**src/rtl/key_conditioner.sv**
```systemverilog
// Multi-channel push-button conditioner: synchronise, debounce, and derive
// press/release pulses plus an optional hold-to-repeat pulse per channel.
module key_conditioner #(
    parameter int N_KEYS        = 4,
    parameter int ACTIVE_LOW    = 1,
    parameter int DB_CYCLES     = 1000000,
    parameter int REPEAT_DELAY  = 25000000,
    parameter int REPEAT_PERIOD = 5000000
) (
    input  logic              clk,
    input  logic              reset_n,
    input  logic [N_KEYS-1:0] key_raw,
    input  logic [N_KEYS-1:0] rep_en,
    output logic [N_KEYS-1:0] pressed,
    output logic [N_KEYS-1:0] press_pulse,
    output logic [N_KEYS-1:0] release_pulse,
    output logic [N_KEYS-1:0] rep_pulse
);

    localparam int DB_W     = $clog2(DB_CYCLES) + 1;
    localparam int HOLD_MAX = (REPEAT_DELAY > REPEAT_PERIOD) ? REPEAT_DELAY : REPEAT_PERIOD;
    localparam int HW       = $clog2(HOLD_MAX) + 1;

    localparam logic [DB_W-1:0] DB_LAST     = DB_W'(DB_CYCLES - 1);
    localparam logic [HW-1:0]   DELAY_LOAD  = HW'(REPEAT_DELAY - 1);
    localparam logic [HW-1:0]   PERIOD_LOAD = HW'(REPEAT_PERIOD - 1);

    typedef enum logic [1:0] {
        ST_IDLE   = 2'd0,
        ST_DELAY  = 2'd1,
        ST_REPEAT = 2'd2
    } rep_state_e;

    for (genvar g = 0; g < N_KEYS; g++) begin : g_ch
        logic            act;
        logic            s1_q, s2_q;
        logic            pressed_q, pressed_d;
        logic            press_q, release_q, rep_q;
        logic [DB_W-1:0] db_cnt_q, db_cnt_d;
        logic [HW-1:0]   hold_cnt_q;
        logic            accept;
        rep_state_e      state_q;

        assign act    = (ACTIVE_LOW != 0) ? ~key_raw[g] : key_raw[g];
        assign accept = (s2_q != pressed_q) && (db_cnt_q == DB_LAST);

        // Any sample matching the current level restarts the stability count.
        always_comb begin
            pressed_d = pressed_q;
            db_cnt_d  = '0;
            if (s2_q != pressed_q) begin
                if (accept) begin
                    pressed_d = ~pressed_q;
                end else begin
                    db_cnt_d = db_cnt_q + 1'b1;
                end
            end
        end

        always_ff @(posedge clk or negedge reset_n) begin
            if (!reset_n) begin
                s1_q       <= 1'b0;
                s2_q       <= 1'b0;
                pressed_q  <= 1'b0;
                db_cnt_q   <= '0;
                press_q    <= 1'b0;
                release_q  <= 1'b0;
                rep_q      <= 1'b0;
                hold_cnt_q <= '0;
                state_q    <= ST_IDLE;
            end else begin
                s1_q      <= act;
                s2_q      <= s1_q;
                pressed_q <= pressed_d;
                db_cnt_q  <= db_cnt_d;
                press_q   <= accept & ~pressed_q;
                release_q <= accept & pressed_q;
                rep_q     <= 1'b0;

                // An accepted release wins over a repeat pulse due in the same cycle.
                if (accept && pressed_q) begin
                    state_q    <= ST_IDLE;
                    hold_cnt_q <= '0;
                end else begin
                    case (state_q)
                        ST_IDLE: begin
                            if (accept) begin
                                state_q    <= ST_DELAY;
                                hold_cnt_q <= DELAY_LOAD;
                            end
                        end
                        ST_DELAY, ST_REPEAT: begin
                            if (hold_cnt_q == '0) begin
                                rep_q      <= rep_en[g];
                                hold_cnt_q <= PERIOD_LOAD;
                                state_q    <= ST_REPEAT;
                            end else begin
                                hold_cnt_q <= hold_cnt_q - 1'b1;
                            end
                        end
                        default: begin
                            state_q    <= ST_IDLE;
                            hold_cnt_q <= '0;
                        end
                    endcase
                end
            end
        end

        assign pressed[g]       = pressed_q;
        assign press_pulse[g]   = press_q;
        assign release_pulse[g] = release_q;
        assign rep_pulse[g]     = rep_q;
    end

endmodule

```
**config.mk**
```make
export PLATFORM = sky130hd
export DESIGN_NAME = key_conditioner
export DESIGN_NICKNAME = d
export VERILOG_FILES = /design/src/rtl/key_conditioner.sv
export SDC_FILE = /design/constraint.sdc
export NUM_CORES = 1
export LEC_CHECK = 0
export BUFFER_PORTS_ARGS = -buffer_cell sky130_fd_sc_hd__clkbuf_2
export CAP_MARGIN = 25
export CORE_ASPECT_RATIO = 2
export CORE_MARGIN = 8
export CORE_UTILIZATION = 60
export DETAILED_ROUTE_END_ITERATION = 8
export HOLD_SLACK_MARGIN = 0.15
export PLACE_DENSITY = 0.77
export SLEW_MARGIN = 20
export SYNTH_ARGS = -nofsm -noshare
export SYNTH_HDL_FRONTEND = slang
export SYNTH_SLANG_ARGS = --single-unit
```
**constraint.sdc**
```tcl
create_clock -name clk -period 2.7 [get_ports clk]
set_input_delay 0.27 -clock clk [delete_from_list [all_inputs] [get_ports clk]]
set_output_delay 0.27 -clock clk [all_outputs]
set_load 0.02 [all_outputs]
```
==> results of run 1 <==
cell usage after synthesis, types with 5 or more instances:
cell and instances:
xnor2_1 33, o21ai_0 92, nand4_1 27, nor4_1 36, nand3_1 92, o41ai_1 7
and4_1 9, and3_1 22, a22oi_1 5, or2_2 6, inv_1 40, nand2_1 126
o22ai_1 12, xor2_1 50, and2_1 8, nor4b_1 6, nor3b_1 7, nor2b_1 14
ha_1 16, o311ai_0 7, a21oi_1 72, dfrtp_1 220, or3_1 19, nand3b_1 10
or4_1 15, buf_4 16, nor2_1 144, nor3_1 54, a211oi_1 5, o211ai_1 12
buf_2 8, o21a_1 6, o31ai_1 11, clkbuf_1 39, a31oi_1 6, nand2b_1 16
where the power goes:
part	internal (mW)	switching (mW)
Combinational	0.0453	0.104
Clock	1.79	1.27
Sequential	3.32	0.0194
critical path: stages, from the launching register on:
cell	delay (ns)
dfrtp_1	0.44
or4b_1	0.59
or4_4	0.56
o21ba_2	0.27
and3_1	0.28
nand2_1	0.20
o211ai_1	0.13
what timing repair did:
action                                  CTS  global route
hold endpoints to repair                 95             0
buffers inserted                          0             1
hold buffers                              9             0
endpoints found under the setup margin    0            17
resized for setup                         0             6
metal layers:
metal  GRT usage  up-vias
li1            -     4889
met1      0.2969     4933
met2      0.3641      289
met3     0.02472       71
met4      0.1037        0
met5           0        -
cell type report:
class | count | area, um^2 | share of cell area
clock buffers | 29 | 615.6 | 0.04596
flip-flops and latches | 220 | 5505 | 0.4111
multi-input cells | 1007 | 5974 | 0.4461
well taps | 262 | 327.8 | 0.02448
clock inverters | 9 | 98.84 | 0.007380
repair buffers | 95 | 720.7 | 0.05381
inverters | 40 | 150.1 | 0.01121
worst paths after layout:
path,endpoint,from,cells past startpoint
max in group asynchronous,g_ch[1].hold_cnt_q[24]$_DFFE_PN0P_,reset_n,3
setup / recovery,g_ch[2].hold_cnt_q[16]$_DFFE_PN0P_,g_ch[2].db_cnt_q[6]$_DFF_PN0_,6
hold / removal,g_ch[0].hold_cnt_q[18]$_DFFE_PN0P_,reset_n,2
hold reg to reg,g_ch[2].s2_q$_DFF_PN0_,g_ch[2].s1_q$_DFF_PN0_,0
setup reg to reg,g_ch[2].hold_cnt_q[16]$_DFFE_PN0P_,g_ch[2].db_cnt_q[6]$_DFF_PN0_,6
min in group clk,g_ch[2].s2_q$_DFF_PN0_,g_ch[2].s1_q$_DFF_PN0_,0
metrics by stage:
step	hold slack (ns)	area [um^2]	power (mW)	worst slack (ns)
5_1_grt	0.3544	13390	6.771	-0.01226
3_5_place_dp	0.3364	12550	3.540	0.1230
2_1_floorplan	-0.02559	11890	3.439	0.3036
4_1_cts	0.3515	13350	6.613	0.08903
6_report	0.3495	13390	6.544	0.1054
3_3_place_gp	0.3284	12550	3.535	0.1650
cells in the final DEF (no fill, tap or decap), types with 7 or more instances in the layout:
cell           netlist  final
nor2_1             144    144
o311ai_0             7      7
dfrtp_1            220    220
or3_1               19     19
and3_1              22     22
buf_4               16     58
o22ai_1             12     12
or4_1               15     15
dlygate4sd3_1        0      9
clkbuf_16            0     21
nand2b_1            16     16
clkbuf_2             0     24
xor2_1              50     50
o21ai_0             92     91
xnor2_1             33     33
nand4_1             27     27
nand2_1            126    126
nor4_1              36     32
and2_1               8      8
ha_1                16     16
o31ai_1             11     11
a21oi_1             72     72
nand3b_1            10     10
inv_1               40     40
nor3_1              54     53
nor2b_1             14     14
and4_1               9      9
o211ai_1            12     12
nand3_1             92     92
logic make-up after synthesis:
logic type	after synthesis	synth area share
adder cells (fa/ha/maj)	16	0.01683
AO/OA/AOI/OAI	271	0.1421
flip-flops	220	0.4629
multiplexers	2	0.001893
buffers and inverters	104	0.03934
XOR/XNOR	83	0.06112
AND/OR/NAND/NOR	635	0.2758
==> impl_metrics.ini, run 1 <==
[run_status]
status = complete, no violations

[global_routing]
grt_pass1_vias = 10070
antenna_found_initial = 0
grt_max_degree = 93
overflow = 0
grt_pass1_wl_mm = 47.27
grt.total_usage = 0.2261

[worst_setup_path]
critPathMaxFanout = 9
path_class = register to register
critPathCaptureType = register
r2r_slack_ns = 0.11
required_ns = 3.08
arrival_ns = 2.98
start_kind = register

[layout]
reg_top3 = g_ch.hold_cnt_q (104), g_ch.db_cnt_q (84), g_ch.state_q (8)
final_util = 0.6820
top_register = g_ch.hold_cnt_q
antenna_cells = 0
nets = 1411
largest_register_ffs = 104
stdcell_count = 1662
layout-drive-gt1-share = 0.1164
syn_to_final_growth_pct = 12.60
fill_cells = 1538

[worst_hold_path]
hp-class = input port to asynchronous set/reset pin

[sta]
fin_skew_ns = 0.008133
hold_viol = 0
max_slew_margin = 0.5229
fmax_mhz = 385.4
final_max_slew_viol_count = 0
worst_pin_slew_ns = 0.7156
setup_tns_ns = 0
final.min_clock_period_ns = 2.595
setup_viol = 0
period_share = 0.9610

[clock_tree]
clk_pin_slew_ns = 0.07
h-tree-depth = 1
cts_buffer_depth = 3
root_buffer = clkbuf_16
clkLatencyLatePin_ns = 0.51
cts_tree = built
clock_sinks = 220
cts_made_buffers = 21

[pwr]
p_leak_nw = 6.405
ir_worst_vdd_mv = 0.5207
power_density_mw_per_mm2 = 488.6

[logic_synthesis]
ys_seq_area_frac = 0.4629
synth_flop_cell = dfrtp_1
synthDistinctLibCells = 77
synth-edff-count = 0
yosysTopAreaCell = dfrtp_1
synthesis.instances = 1331
yosysWarnings = 0
ys_top_cells_by_area = dfrtp_1 (46%), nor2_1 (4.5%), nand2_1 (4.0%)
synthArstFlopShare = 1.000
yosys_register_bits = 220
synth_area_mm2 = 0.01189
syn-num-nets = 1357
synth_top_area_share = 0.4629
avgSynthCellArea_um2 = 8.936

[floorplanning]
initial_utilization = 0.6057
row_count = 73
fp.coreArea_mm2 = 0.01964
boundaryPins = 26
die_w_um = 115.6
die_h_um = 215.1
die-area_mm2 = 0.02486

[detailed_routing]
dr.pass1.iters = 5
vias = 10180
wl_met1_mm = 12.05
routed_wl_mm = 27.67
wl_per_cell_um = 16.65
drtAntennaViolNets = 0
dr.max_layer_used = met4
drtIter0Drc = 927
wl_met3_mm = 1.281
via_per_inst = 6.126
wl_met2_mm = 13.39
post-route-drc-count = 0

[placed_design]
io_buffers = 25
dp_hpwl_mm = 18.97
finalWeightedCongestion = 0.9178
dp.cells = 1614

[run]
drv_cap = 0
Power figures use the tool's default switching activity.
==> inputs of run 2 (changes only) <==
--- a/config.mk
+++ b/config.mk
@@ -9,5 +9,5 @@
 export CAP_MARGIN = 25
 export CORE_ASPECT_RATIO = 2
-export CORE_MARGIN = 8
+export CORE_MARGIN = 2
 export CORE_UTILIZATION = 60
 export DETAILED_ROUTE_END_ITERATION = 8
==> constraint.sdc (replaced) <==
create_clock -name clk -period 2.7 [get_ports clk]
set_input_delay 0.135 -clock clk [delete_from_list [all_inputs] [get_ports clk]]
set_output_delay 0.135 -clock clk [all_outputs]
set_load 0.02 [all_outputs]
==> run 2 against run 1 <==
  * Cell count about the same
  * Die area fell by 15%
  * Combinational power hardly changed
  * Sequential power is essentially flat
  * Critical path type unchanged
  * Critical endpoint is now g_ch[1].hold_cnt_q[22]$_DFFE_PN0P_
  * Largest cell class unchanged
==> impl_metrics.ini, run 2 (same netlist as run 1, synthesis figures left out) <==
[floorplanning]
fp.coreArea_mm2 = 0.01937
row_count = 72
die_w_um = 103.6
boundaryPins = 26
die-area_mm2 = 0.02103
initial_utilization = 0.6141
die_h_um = 203.1

[detailed_routing]
routed_wl_mm = 28.57
drtAntennaViolNets = 0
via_per_inst = 6.147
post-route-drc-count = 0
drtIter0Drc = 529
wl_per_cell_um = 17.18
dr.pass1.iters = 5
vias = 10220

[layout]
mostFrequentLayoutCells = dfrtp_1 (220), nor2_1 (144), nand2_1 (126)
top_register = g_ch.hold_cnt_q
largest_register_ffs = 104
fill_cells = 1552
syn_to_final_growth_pct = 12.75
nets = 1417
multi_input_area_mm2 = 0.005966
final_common_cell = dfrtp_1
layout-drive-gt1-share = 0.1132
regArea_mm2 = 0.005505
reg_top3 = g_ch.hold_cnt_q (104), g_ch.db_cnt_q (84), g_ch.state_q (8)
antenna_cells = 0

[clock_tree]
clkLatencyLatePin_ns = 0.50
root_buffer = clkbuf_16
cts_buffer_depth = 3
cts_made_buffers = 21
h-tree-depth = 1
post_cts_buffers = 0
clock_sinks = 220
cts_tree = built
clk_pin_slew_ns = 0.07

[placed_design]
io_buffers = 25
finalWeightedCongestion = 0.9207
dp_hpwl_mm = 20.10

[sta]
setup_viol = 0
hold_viol = 0
setup_tns_ns = 0
worst_pin_slew_ns = 0.7465
fin_skew_ns = 0.008787
period_share = 0.9556
fmax_mhz = 387.6
holdWs_ns = 0.2032
rsz0062_at_grt = false
max_slew_margin = 0.5005
final.min_clock_period_ns = 2.580
final_max_slew_viol_count = 0

[run]
drv_cap = 0

[pwr]
power_density_mw_per_mm2 = 489.8
p_total_mw = 6.569
p_leak_nw = 6.411
ir_worst_vdd_mv = 0.6419

[worst_setup_path]
arrival_ns = 2.97
r2r_cells = 5
required_ns = 3.09
worstReg2RegStart = g_ch[1].db_cnt_q[15]$_DFF_PN0_
path_class = register to register
start_kind = register
r2r_slack_ns = 0.12
rr_endpoint = g_ch[1].hold_cnt_q[22]$_DFFE_PN0P_
critPathCaptureType = register
critPathMaxFanout = 13

[global_routing]
grtUsageMet1 = 0.2948
grt_pass1_wl_mm = 48.65
grt_pass1_vias = 10560
overflow = 0
gr-usage-met3 = 0.02504
grt.total_usage = 0.2760
grt_max_degree = 79
grtUsageMet2 = 0.5369
busiest_layer = met2
antenna_found_initial = 0

[run_status]
status = complete, no violations

[worst_hold_path]
hp-class = input port to asynchronous set/reset pin
==> run 2: cell types whose count changed in the layout (fill, tap and decap cells not counted), sizes merged <==
cell	previous run	this run
bufinv	2	4
clkinv	6	2
clkbuf	53	54
buf	62	68
inv	41	40
==> run 2: how the worst max path moves through the flow <==
stage	slack, ns	to	start
6_report	0.12	g_ch[1].hold_cnt_q[22]$_DFFE_PN0P_	g_ch[1].db_cnt_q[15]$_DFF_PN0_
5_1_grt	0.001	g_ch[1].hold_cnt_q[21]$_DFFE_PN0P_	g_ch[1].db_cnt_q[12]$_DFF_PN0_
4_1_cts	0.07	g_ch[0].hold_cnt_q[13]$_DFFE_PN0P_	g_ch[0].db_cnt_q[15]$_DFF_PN0_
3_5_place_dp	0.08	g_ch[1].hold_cnt_q[22]$_DFFE_PN0P_	g_ch[1].db_cnt_q[6]$_DFF_PN0_
3_3_place_gp	0.11	g_ch[1].hold_cnt_q[22]$_DFFE_PN0P_	g_ch[1].db_cnt_q[6]$_DFF_PN0_
2_1_floorplan	0.30	g_ch[1].state_q[0]$_DFFE_PN0P_	g_ch[1].hold_cnt_q[16]$_DFFE_PN0P_
==> run 2: worst max-delay path: stages, from the launching register on <==
cell and delay (ns):
dfrtp_1 0.43, nor4bb_1 0.34, nand2_1 0.26, or4_1 0.54
or4_1 0.70, o311ai_0 0.20
==> run 2: layer usage <==
metal  vias to the layer above  share of wire
li1                       4880              -
met3                        97          0.037
met5                         -              0
met1                      4972           0.37
met2                       273           0.56
met4                         0          0.042
==> run 2: timing repair <==
action,CTS,global route
endpoints found under the hold margin,106,0
endpoints found under the setup margin,0,6
resized for setup,0,4
hold buffers,9,0
==> run 2: final cells by class <==
cell class,instances,share of cell area
multi-input cells,1007,0.4449
flip-flops and latches,220,0.4105
repair buffers,101,0.05710
clock buffers,30,0.04245
well taps,259,0.02416
inverters,40,0.01120
clock inverters,6,0.009703
==> run 2: per-stage QoR <==
step / instance area [um^2] / utilization / cells / setup WS [ns]
floorplan: 11890 / - / 1331 / 0.3036
global placement: 12600 / 0.6506 / 1618 / 0.1084
detailed placement: 12600 / 0.6506 / 1618 / 0.08200
global route: 13410 / 0.6924 / 1663 / 0.001010
CTS: 13390 / 0.6914 / 1663 / 0.07095
finish: 13410 / 0.6924 / 1663 / 0.1200
==> run 2: report_power, final <==
group	internal, mW	switching [mW]
logic	0.0419	0.104
registers	3.32	0.0191
clock network	1.85	1.24
